## src/rtl/mips_pkg.sv

```systemverilog
// Shared definitions for the MIPS pipeline: load-mode encoding, register
// constants and the MEM/WB bundle.
package mips_pkg;

  typedef enum logic [1:0] {
    LM_WORD  = 2'b00,
    LM_HALF  = 2'b01,
    LM_BYTE  = 2'b10,
    LM_BYTEU = 2'b11
  } lm_t;

  localparam logic [4:0] REG_ZERO = 5'd0;

  typedef struct packed {
    logic [31:0] read_data;
    logic        mem_to_reg;
    logic        reg_write;
    logic [31:0] address;
    logic [4:0]  dest;
    lm_t         load_mode;
  } mem_wb_t;

endpackage

```

## src/rtl/wb_stage_if.sv

```systemverilog
// MEM/WB bundle in, delayed register-file write port and WB bookkeeping out.
interface wb_stage_if #(
  parameter int RETIRE_W = 32
);
  logic [31:0]         MEM_WB_read_data;
  logic                MEM_WB_mem_to_reg;
  logic                MEM_WB_reg_write_out;
  logic [31:0]         MEM_WB_address_out;
  logic [4:0]          MEM_WB_write_back_destination_out;
  logic [1:0]          MEM_WB_load_mode;
  logic                WB_flush;

  logic [5:0]          delay_write_register;
  logic [31:0]         delay_write_data;
  logic                delay_in_RegWrite;
  logic [1:0]          delay_in_load_mode;
  logic                WB_fwd_valid;
  logic [RETIRE_W-1:0] WB_retired;
  logic                WB_misalign;

  modport master (
    output MEM_WB_read_data, MEM_WB_mem_to_reg, MEM_WB_reg_write_out,
           MEM_WB_address_out, MEM_WB_write_back_destination_out,
           MEM_WB_load_mode, WB_flush,
    input  delay_write_register, delay_write_data, delay_in_RegWrite,
           delay_in_load_mode, WB_fwd_valid, WB_retired, WB_misalign
  );

  modport slave (
    input  MEM_WB_read_data, MEM_WB_mem_to_reg, MEM_WB_reg_write_out,
           MEM_WB_address_out, MEM_WB_write_back_destination_out,
           MEM_WB_load_mode, WB_flush,
    output delay_write_register, delay_write_data, delay_in_RegWrite,
           delay_in_load_mode, WB_fwd_valid, WB_retired, WB_misalign
  );
endinterface

```

## src/rtl/load_extender.sv

```systemverilog
// Little-endian lane extraction and sign/zero extension of a loaded word,
// plus detection of misaligned word/halfword accesses.
module load_extender
  import mips_pkg::*;
(
  input  logic [31:0] data,
  input  logic [1:0]  addr_lo,
  input  lm_t         mode,
  output logic [31:0] result,
  output logic        misaligned
);

  logic [15:0] half_sel;
  logic [7:0]  byte_sel;

  // Halfword lane comes from addr[1] only; addr[0] is flagged, not rotated.
  assign half_sel = addr_lo[1] ? data[31:16] : data[15:0];
  assign byte_sel = data[{addr_lo, 3'b000} +: 8];

  always_comb begin
    result     = data;
    misaligned = 1'b0;
    case (mode)
      LM_WORD: begin
        result     = data;
        misaligned = (addr_lo != 2'b00);
      end
      LM_HALF: begin
        result     = {{16{half_sel[15]}}, half_sel};
        misaligned = addr_lo[0];
      end
      LM_BYTE:  result = {{24{byte_sel[7]}}, byte_sel};
      LM_BYTEU: result = {24'd0, byte_sel};
      default:  result = data;
    endcase
  end

endmodule

```

## src/rtl/wb_stage.sv

```systemverilog
// Write-back stage: selects ALU or extended load data, registers the
// register-file write port and tracks retired writes and misaligned loads.
module wb_stage
  import mips_pkg::*;
#(
  parameter int RETIRE_W = 32
) (
  input  logic       CLK,
  input  logic       RST_N,
  wb_stage_if.slave  bus
);

  mem_wb_t             in_b;
  logic [31:0]         ext_data;
  logic                ext_misaligned;
  logic [31:0]         wb_data;
  logic                live;
  logic                wen;

  logic [5:0]          write_register;
  logic [31:0]         write_data;
  logic                reg_write;
  logic [1:0]          load_mode;
  logic [RETIRE_W-1:0] retired;
  logic                misalign;

  assign in_b.read_data  = bus.MEM_WB_read_data;
  assign in_b.mem_to_reg = bus.MEM_WB_mem_to_reg;
  assign in_b.reg_write  = bus.MEM_WB_reg_write_out;
  assign in_b.address    = bus.MEM_WB_address_out;
  assign in_b.dest       = bus.MEM_WB_write_back_destination_out;
  assign in_b.load_mode  = lm_t'(bus.MEM_WB_load_mode);

  load_extender u_load_extender (
    .data       (in_b.read_data),
    .addr_lo    (in_b.address[1:0]),
    .mode       (in_b.load_mode),
    .result     (ext_data),
    .misaligned (ext_misaligned)
  );

  assign wb_data = in_b.mem_to_reg ? ext_data : in_b.address;
  assign live    = in_b.reg_write & ~bus.WB_flush;
  // $zero writes still load index/data but never raise the write enable.
  assign wen     = live & (in_b.dest != REG_ZERO);

  always_ff @(posedge CLK or negedge RST_N) begin
    if (!RST_N) begin
      write_register <= '0;
      write_data     <= '0;
      reg_write      <= 1'b0;
      load_mode      <= '0;
      retired        <= '0;
      misalign       <= 1'b0;
    end else begin
      write_register <= {1'b0, in_b.dest};
      write_data     <= wb_data;
      reg_write      <= wen;
      load_mode      <= in_b.load_mode;
      if (wen)
        retired <= retired + 1'b1;
      if (live && in_b.mem_to_reg && ext_misaligned)
        misalign <= 1'b1;
    end
  end

  assign bus.delay_write_register = write_register;
  assign bus.delay_write_data     = write_data;
  assign bus.delay_in_RegWrite    = reg_write;
  assign bus.delay_in_load_mode   = load_mode;
  assign bus.WB_fwd_valid         = reg_write;
  assign bus.WB_retired           = retired;
  assign bus.WB_misalign          = misalign;

endmodule

```

## src/flat_wrapper.sv

```systemverilog
// flat-port wrapper written by rule: the top's interface ports become plain ports
module wb_stage_flat import mips_pkg::*;
#(
  parameter int RETIRE_W = 32
)
  (CLK, RST_N, bus_MEM_WB_read_data, bus_MEM_WB_mem_to_reg, bus_MEM_WB_reg_write_out, bus_MEM_WB_address_out, bus_MEM_WB_write_back_destination_out, bus_MEM_WB_load_mode, bus_WB_flush, bus_delay_write_register, bus_delay_write_data, bus_delay_in_RegWrite, bus_delay_in_load_mode, bus_WB_fwd_valid, bus_WB_retired, bus_WB_misalign);
  wb_stage_if #(.RETIRE_W(RETIRE_W)) bus_i ();
  input  logic CLK;
  input  logic RST_N;
  input wire logic [$bits(bus_i.MEM_WB_read_data)-1:0] bus_MEM_WB_read_data;
  input wire logic [$bits(bus_i.MEM_WB_mem_to_reg)-1:0] bus_MEM_WB_mem_to_reg;
  input wire logic [$bits(bus_i.MEM_WB_reg_write_out)-1:0] bus_MEM_WB_reg_write_out;
  input wire logic [$bits(bus_i.MEM_WB_address_out)-1:0] bus_MEM_WB_address_out;
  input wire logic [$bits(bus_i.MEM_WB_write_back_destination_out)-1:0] bus_MEM_WB_write_back_destination_out;
  input wire logic [$bits(bus_i.MEM_WB_load_mode)-1:0] bus_MEM_WB_load_mode;
  input wire logic [$bits(bus_i.WB_flush)-1:0] bus_WB_flush;
  output wire logic [$bits(bus_i.delay_write_register)-1:0] bus_delay_write_register;
  output wire logic [$bits(bus_i.delay_write_data)-1:0] bus_delay_write_data;
  output wire logic [$bits(bus_i.delay_in_RegWrite)-1:0] bus_delay_in_RegWrite;
  output wire logic [$bits(bus_i.delay_in_load_mode)-1:0] bus_delay_in_load_mode;
  output wire logic [$bits(bus_i.WB_fwd_valid)-1:0] bus_WB_fwd_valid;
  output wire logic [$bits(bus_i.WB_retired)-1:0] bus_WB_retired;
  output wire logic [$bits(bus_i.WB_misalign)-1:0] bus_WB_misalign;
  assign bus_i.MEM_WB_read_data = bus_MEM_WB_read_data;
  assign bus_i.MEM_WB_mem_to_reg = bus_MEM_WB_mem_to_reg;
  assign bus_i.MEM_WB_reg_write_out = bus_MEM_WB_reg_write_out;
  assign bus_i.MEM_WB_address_out = bus_MEM_WB_address_out;
  assign bus_i.MEM_WB_write_back_destination_out = bus_MEM_WB_write_back_destination_out;
  assign bus_i.MEM_WB_load_mode = bus_MEM_WB_load_mode;
  assign bus_i.WB_flush = bus_WB_flush;
  assign bus_delay_write_register = bus_i.delay_write_register;
  assign bus_delay_write_data = bus_i.delay_write_data;
  assign bus_delay_in_RegWrite = bus_i.delay_in_RegWrite;
  assign bus_delay_in_load_mode = bus_i.delay_in_load_mode;
  assign bus_WB_fwd_valid = bus_i.WB_fwd_valid;
  assign bus_WB_retired = bus_i.WB_retired;
  assign bus_WB_misalign = bus_i.WB_misalign;
  wb_stage #(.RETIRE_W(RETIRE_W)) u_core (.CLK(CLK), .RST_N(RST_N), .bus(bus_i));
endmodule
```

## config.mk

```make
export PLATFORM = sky130hd
export DESIGN_NAME = wb_stage_flat
export DESIGN_NICKNAME = d
export VERILOG_FILES = /design/src/rtl/mips_pkg.sv /design/src/rtl/wb_stage_if.sv /design/src/rtl/load_extender.sv /design/src/rtl/wb_stage.sv /design/src/flat_wrapper.sv
export SDC_FILE = /design/constraint.sdc
export NUM_CORES = 1
export LEC_CHECK = 0
export CORE_MARGIN = 4
export CORE_UTILIZATION = 45
export CTS_CLUSTER_SIZE = 8
export DETAILED_ROUTE_END_ITERATION = 10
export MAX_ROUTING_LAYER = met4
export PLACE_DENSITY_LB_ADDON = 0.05
export SYNTH_ARGS = -nofsm -noshare
export SYNTH_HDL_FRONTEND = slang
export SYNTH_SLANG_ARGS = --single-unit
```

## constraint.sdc

```tcl
create_clock -name CLK -period 2.6 [get_ports CLK]
set_clock_uncertainty 0.1 [all_clocks]
set_input_delay 0.52 -clock CLK [delete_from_list [all_inputs] [get_ports CLK]]
set_output_delay 0.52 -clock CLK [all_outputs]
set_load 0.05 [all_outputs]
```

==> results.sh, run 1 <==
export IMPL_slew_headroom_pct=59.8
export IMPL_grt_pass1_vias=3305
export IMPL_yosysWarningCount=0
export IMPL_syn2layout_area_growth_pct=54.1
export IMPL_start_util_pct=47.3
export IMPL_regArea_um2=1830
export IMPL_io_pins=151
export IMPL_route_antenna_remaining_nets=0
export IMPL_peakVddDrop_mv=0.381
export IMPL_clkSlewWorstSetupHoldPaths_ps=90
export IMPL_synth_edf_count=0
export IMPL_r2r_start="u_core.bus.WB_retired[0]"
export IMPL_grt_pass1_wl_mm=15.9
export IMPL_crit_buf_inv=1
export IMPL_synth_area_um2=3510
export IMPL_critical_path_max_fanout=7
export IMPL_htreeDepth=3
export IMPL_port_buffers=149
export IMPL_endpoint_kind="primary output"
export IMPL_cpPeakStageDelay_ps=850
export IMPL_netlist_instances=348
export IMPL_drv_slew=0
export IMPL_antenna_found_initial=0
export IMPL_first_pass_iters=4
export IMPL_required_ps=1980
export IMPL_drv_cap=0
export IMPL_syn_avg_cell_area_um2=10.1
export IMPL_setup_viol=0
export IMPL_crit_family="buffers and inverters"
export IMPL_grt_busiest_layer="met2"
export IMPL_overflow=0
export IMPL_yosysSeqAreaShare_pct=52.1
export IMPL_detail_route_wl_per_cell_um=16.9
export IMPL_cts_hold_buf=0
export IMPL_core_area_um2=7410
export IMPL_vias=3292
export IMPL_dieWidth_um=96.3
export IMPL_grtUsageMet2_pct=36.9
export IMPL_nets=586
export IMPL_grt_max_degree=49
export IMPL_finalPower_mw=3.38
export IMPL_cts_root_buf="clkbuf_8"
export IMPL_drive_gt1_share_pct=10.7
export IMPL_synth_top_area_share_pct=52.1
export IMPL_worst_pin_slew_ps=604
export IMPL_grt_usage_pct=23.3
export IMPL_fin_crit_ps=2290
export IMPL_p_leak_nw=2.33
export IMPL_dp_hpwl_mm=7.98
export IMPL_rows=31
export IMPL_die_y_um=96.3
export IMPL_numCtsBuffers=9
export IMPL_min_period_over_period_pct=88.2
export IMPL_routed_wl_mm=10.3
export IMPL_status="complete, no violations"
export IMPL_drt_iter0_markers=126
export IMPL_reg2reg_slack_ps=670
export IMPL_rsz0062_at_grt="no"
export IMPL_start_kind="flip-flop"
export IMPL_routabilityCongestion=0.934
export IMPL_cp_arrival_ps=1670
export IMPL_dieArea_um2=9270
export IMPL_hold_viol=0
export IMPL_crit_path_top_delay_cell="clkdlybuf4s50_1"
export IMPL_rr_endpoint="u_core.bus.WB_retired[18]"
export IMPL_holdWs_ps=79.8
export IMPL_synthDistinctLibCells=47
export IMPL_ys_seq_elements=73
export IMPL_vias_per_cell=5.37
export IMPL_antenna_cells=0
export IMPL_fin_tns_setup_ps=0
export IMPL_ys_flop_type="dfrtp_1"
export IMPL_clk_path_buf_depth=2
export IMPL_nFillCells=548
export IMPL_async_reset_ff_share_pct=100
export IMPL_yosys_area_top_type="dfrtp_1"
export IMPL_reg2reg_depth=6
export IMPL_clkSinkCount=73
export IMPL_use_met3_pct=6.72
export IMPL_cts_resized=0
export IMPL_groute_layer_met1_usage_pct=27.5
export IMPL_fmax_mhz=436
export IMPL_clk_latency_ps=350
export IMPL_post_cts_setup_buffer_count=0
export IMPL_path_cells="clkdlybuf4s50_1"
export IMPL_worstHoldPathType="in -> async"
export IMPL_synth_nets=425
export IMPL_drc=0
export IMPL_tritoncts="done"
export IMPL_worstSetupPathType="reg -> out"
export IMPL_multi_input_area_um2=1550
export IMPL_powerDensity_nw_per_um2=625
export IMPL_synthTopCellsByArea="dfrtp_1 52%, xor2_1 5.0%, nand2_1 4.6%"
flip-flops by register name, summed over array words and instances (netlist names):
signal,count
u_core.bus.delay_write_register,5
u_core.bus.delay_write_data,32
u_core.bus.WB_fwd_valid,1
u_core.bus.WB_retired,32
u_core.bus.WB_misalign,1
u_core.bus.delay_in_load_mode,2
area by class of cell:
type | instances | area share, %
clock inverter | 6 | 1.67
timing repair buffer | 168 | 30.4
tap | 99 | 2.29
sequential | 73 | 33.8
clock buffer | 10 | 2.36
multi-input combinational | 246 | 28.7
inverter | 11 | 0.764
power breakdown:
part           total [mW]  internal [mW]  switching [mW]
clock network       0.983          0.544           0.439
registers            1.34           1.24           0.102
logic                1.05          0.407           0.643
cell families after synthesis:
kind of cell | synth area share, %
AND/OR/NAND/NOR | 20.1
other | 0.107
AO/OA/AOI/OAI | 11.5
buffers and inverters | 3.67
multiplexers | 4.39
flip-flops | 52.1
adder cells (fa/ha/maj) | 0.357
XOR/XNOR | 7.74
routing by layer:
layer	part of all wire, %	wire length, um
met1	39	4060
met2	50	5120
met3	8.0	832
met4	3.2	328
met5	0	0
layout by cell type, fill, tap and decap left out, types with 9 or more instances in the layout:
cell and count:
xnor2_1 11, nand2_1 43, clkbuf_8 9, a21oi_1 17
buf_4 19, dfrtp_1 73, inv_1 10, nor2_1 37
clkdlybuf4s50_1 148, a31oi_1 20, xor2_1 20, nand3_1 13
mux2_2 10
per-stage QoR:
step	utilization, %	worst slack, ps	cell area, um2	cells
2_1_floorplan	-	560	3510	348
6_report	73.0	307	5410	613
5_1_grt	73.0	239	5410	613
3_5_place_dp	70.0	187	5190	597
3_3_place_gp	70.0	194	5190	597
4_1_cts	73.0	292	5410	613
worst max path at each step:
stage,start,endpoint,slack [ps],depth (start not counted)
after floorplan,u_core.bus.WB_retired[0],u_core.bus.WB_retired[28],560,6
after global placement,bus_MEM_WB_write_back_destination_out[0],u_core.bus.WB_retired[27],190,5
after detailed placement,bus_MEM_WB_write_back_destination_out[0],u_core.bus.WB_retired[29],190,5
after CTS,u_core.bus.WB_retired[6],bus_WB_retired[6],290,1
after global routing,u_core.bus.WB_retired[6],bus_WB_retired[6],240,1
final,u_core.bus.WB_retired[6],bus_WB_retired[6],310,1
cells in the mapped netlist (2+ instances only):
master / count
a21o_1: 3
mux2_2: 10
nor4_2: 2
nand3_1: 13
clkbuf_1: 11
buf_4: 2
mux2i_1: 3
a221oi_1: 5
dfrtp_1: 73
xnor2_1: 11
and3_1: 6
and4_1: 6
nor2_1: 37
inv_1: 10
o21ai_0: 6
xor2_1: 20
nor2b_1: 2
nor4_1: 8
nand2_1: 43
a21oi_1: 17
nor3_1: 5
buf_2: 4
a31oi_1: 20
nor3_2: 3
nand4_1: 6
Power figures use the tool's default switching activity.
==> inputs of run 2 (changes only) <==
Settings changed: CORE_MARGIN 4 to 2, HOLD_SLACK_MARGIN set to 0.15.
==> run 2 against run 1 <==
  * Final cell count rose by 0.16%
  * Global-route usage increased by 1.9 points
  * Sequential cell count did not move
  * Routed wire length is 3.0% lower
  * Sequential power barely moved
  * Cell area is essentially flat
  * Worst hold slack improved by 290 ps
  * Core utilization shrank 2.3 points
==> results.sh, run 2 (synthesized netlist as in run 1, its figures left out) <==
export IMPL_cpPeakStageDelay_ps=850
export IMPL_detail_route_wl_per_cell_um=16.3
export IMPL_setup_viol=0
export IMPL_required_ps=1980
export IMPL_overflow=0
export IMPL_crit_path_top_delay_cell="clkdlybuf4s50_1"
export IMPL_post_cts_setup_buffer_count=0
export IMPL_dieArea_um2=8520
export IMPL_fin_cells=614
export IMPL_fin_crit_ps=2300
export IMPL_io_pins=151
export IMPL_final_common_cell="clkdlybuf4s50_1"
export IMPL_numCtsBuffers=9
export IMPL_crit_buf_inv=1
export IMPL_clk_latency_ps=340
export IMPL_intPower_mw=2.14
export IMPL_power_share_switching_pct=35.1
export IMPL_routabilityCongestion=0.879
export IMPL_postLayoutCellArea_um2=5400
export IMPL_drv_cap=0
export IMPL_clk_path_buf_depth=2
export IMPL_crit_family="buffers and inverters"
export IMPL_clockPowerShare_pct=27.6
export IMPL_drc=0
export IMPL_grt_pass1_wl_mm=16.2
export IMPL_slew_headroom_pct=59.5
export IMPL_status="complete, no violations"
export IMPL_grt_usage_pct=25.2
export IMPL_worstSetupPathType="reg -> out"
export IMPL_start_kind="flip-flop"
export IMPL_path_cells="clkdlybuf4s50_1"
export IMPL_clkSinkCount=73
export IMPL_route_antenna_remaining_nets=0
export IMPL_final_cell_mix="148 x clkdlybuf4s50_1, 73 x dfrtp_1, 43 x nand2_1, 37 x nor2_1"
export IMPL_endpoint_kind="primary output"
export IMPL_cts_resized=0
export IMPL_tritoncts="done"
export IMPL_fmax_mhz=436
export IMPL_worstHoldPathType="reg -> reg"
export IMPL_finalPower_mw=3.30
export IMPL_hold_viol=0
export IMPL_htreeDepth=3
export IMPL_p_switching_mw=1.16
export IMPL_fin_tns_setup_ps=0
export IMPL_cp_arrival_ps=1680
export IMPL_dp_cells=598
export IMPL_drt_iter0_markers=151
export IMPL_rsz0062_at_grt="no"
export IMPL_power_frac_seq_pct=40.9
export IMPL_nets=585
export IMPL_min_period_over_period_pct=88.3
export IMPL_drive_gt1_share_pct=10.4
export IMPL_vias_per_cell=5.22
export IMPL_grt_pass1_vias=3146
export IMPL_routed_wl_mm=10.0
export IMPL_dpl_cell_area_um2=5190
export IMPL_syn2layout_area_growth_pct=54.0
export IMPL_critical_path_max_fanout=7
export IMPL_powerDensity_nw_per_um2=610
export IMPL_clkSlewWorstSetupHoldPaths_ps=80
export IMPL_worst_pin_slew_ps=607
export IMPL_port_buffers=149
export IMPL_vias=3205
export IMPL_rows=32
export IMPL_drv_slew=0
export IMPL_dp_hpwl_mm=7.56
export IMPL_die_y_um=92.3
export IMPL_cts_root_buf="clkbuf_8"
export IMPL_fin_ws_ps=304
export IMPL_antenna_found_initial=0
export IMPL_first_pass_iters=4
export IMPL_peakVddDrop_mv=0.532
export IMPL_nFillCells=580
export IMPL_core_area_um2=7650
export IMPL_grt_max_degree=46
export IMPL_antenna_cells=0
export IMPL_start_util_pct=45.9
export IMPL_pwr_share_comb_pct=31.5
export IMPL_dp_slack_ps=148
export IMPL_dieWidth_um=92.3
export IMPL_cts_hold_buf=1
export IMPL_p_leak_nw=2.32
==> run 2: worst paths after layout <==
check                                     startpoint                              end  slack (ps)  cells after the start
setup / recovery            u_core.bus.WB_retired[3]                bus_WB_retired[3]         300                      1
min in group asynchronous                      RST_N  u_core.bus.delay_write_data[15]         620                      2
setup reg to reg            u_core.bus.WB_retired[0]        u_core.bus.WB_retired[20]         690                      6
hold reg to reg            u_core.bus.WB_retired[31]        u_core.bus.WB_retired[31]         370                      1
hold / removal             u_core.bus.WB_retired[31]        u_core.bus.WB_retired[31]         370                      1
max in group asynchronous                      RST_N  u_core.bus.delay_write_data[28]        1200                      3
==> run 2: cell type report <==
type | instances | area [um2] | area share (%)
multi-input cells | 246 | 1550 | 28.7
repair buffers | 167 | 1650 | 30.6
well taps | 102 | 128 | 2.36
clock buffers | 11 | 151 | 2.80
clock inverters | 4 | 51.3 | 0.950
flip-flops and latches | 73 | 1830 | 33.8
inverters | 11 | 41.3 | 0.764
==> run 2: through the flow <==
stage	hold slack, ps	util [%]
final	366	70.6
after global routing	399	70.6
after CTS	371	70.6
after detailed placement	356	67.9
after global placement	359	67.9
after floorplan	124	-
==> run 2: metal layers <==
metal | wire (um) | GRT usage (%)
met5 | 0 | -
met4 | 165 | 7.71
met3 | 730 | 5.18
met2 | 4550 | 36.2
met1 | 4590 | 36.1
==> run 2: power by group through the flow <==
stage / sequential, mW / clock [mW] / combinational [mW]
3_3_place_gp: 1.37 / 0 / 1.03
2_1_floorplan: 1.74 / 0 / 0.209
3_5_place_dp: 1.37 / 0 / 1.04
6_report: 1.35 / 0.908 / 1.04
4_1_cts: 1.35 / 0.929 / 1.04
5_1_grt: 1.37 / 0.983 / 1.10
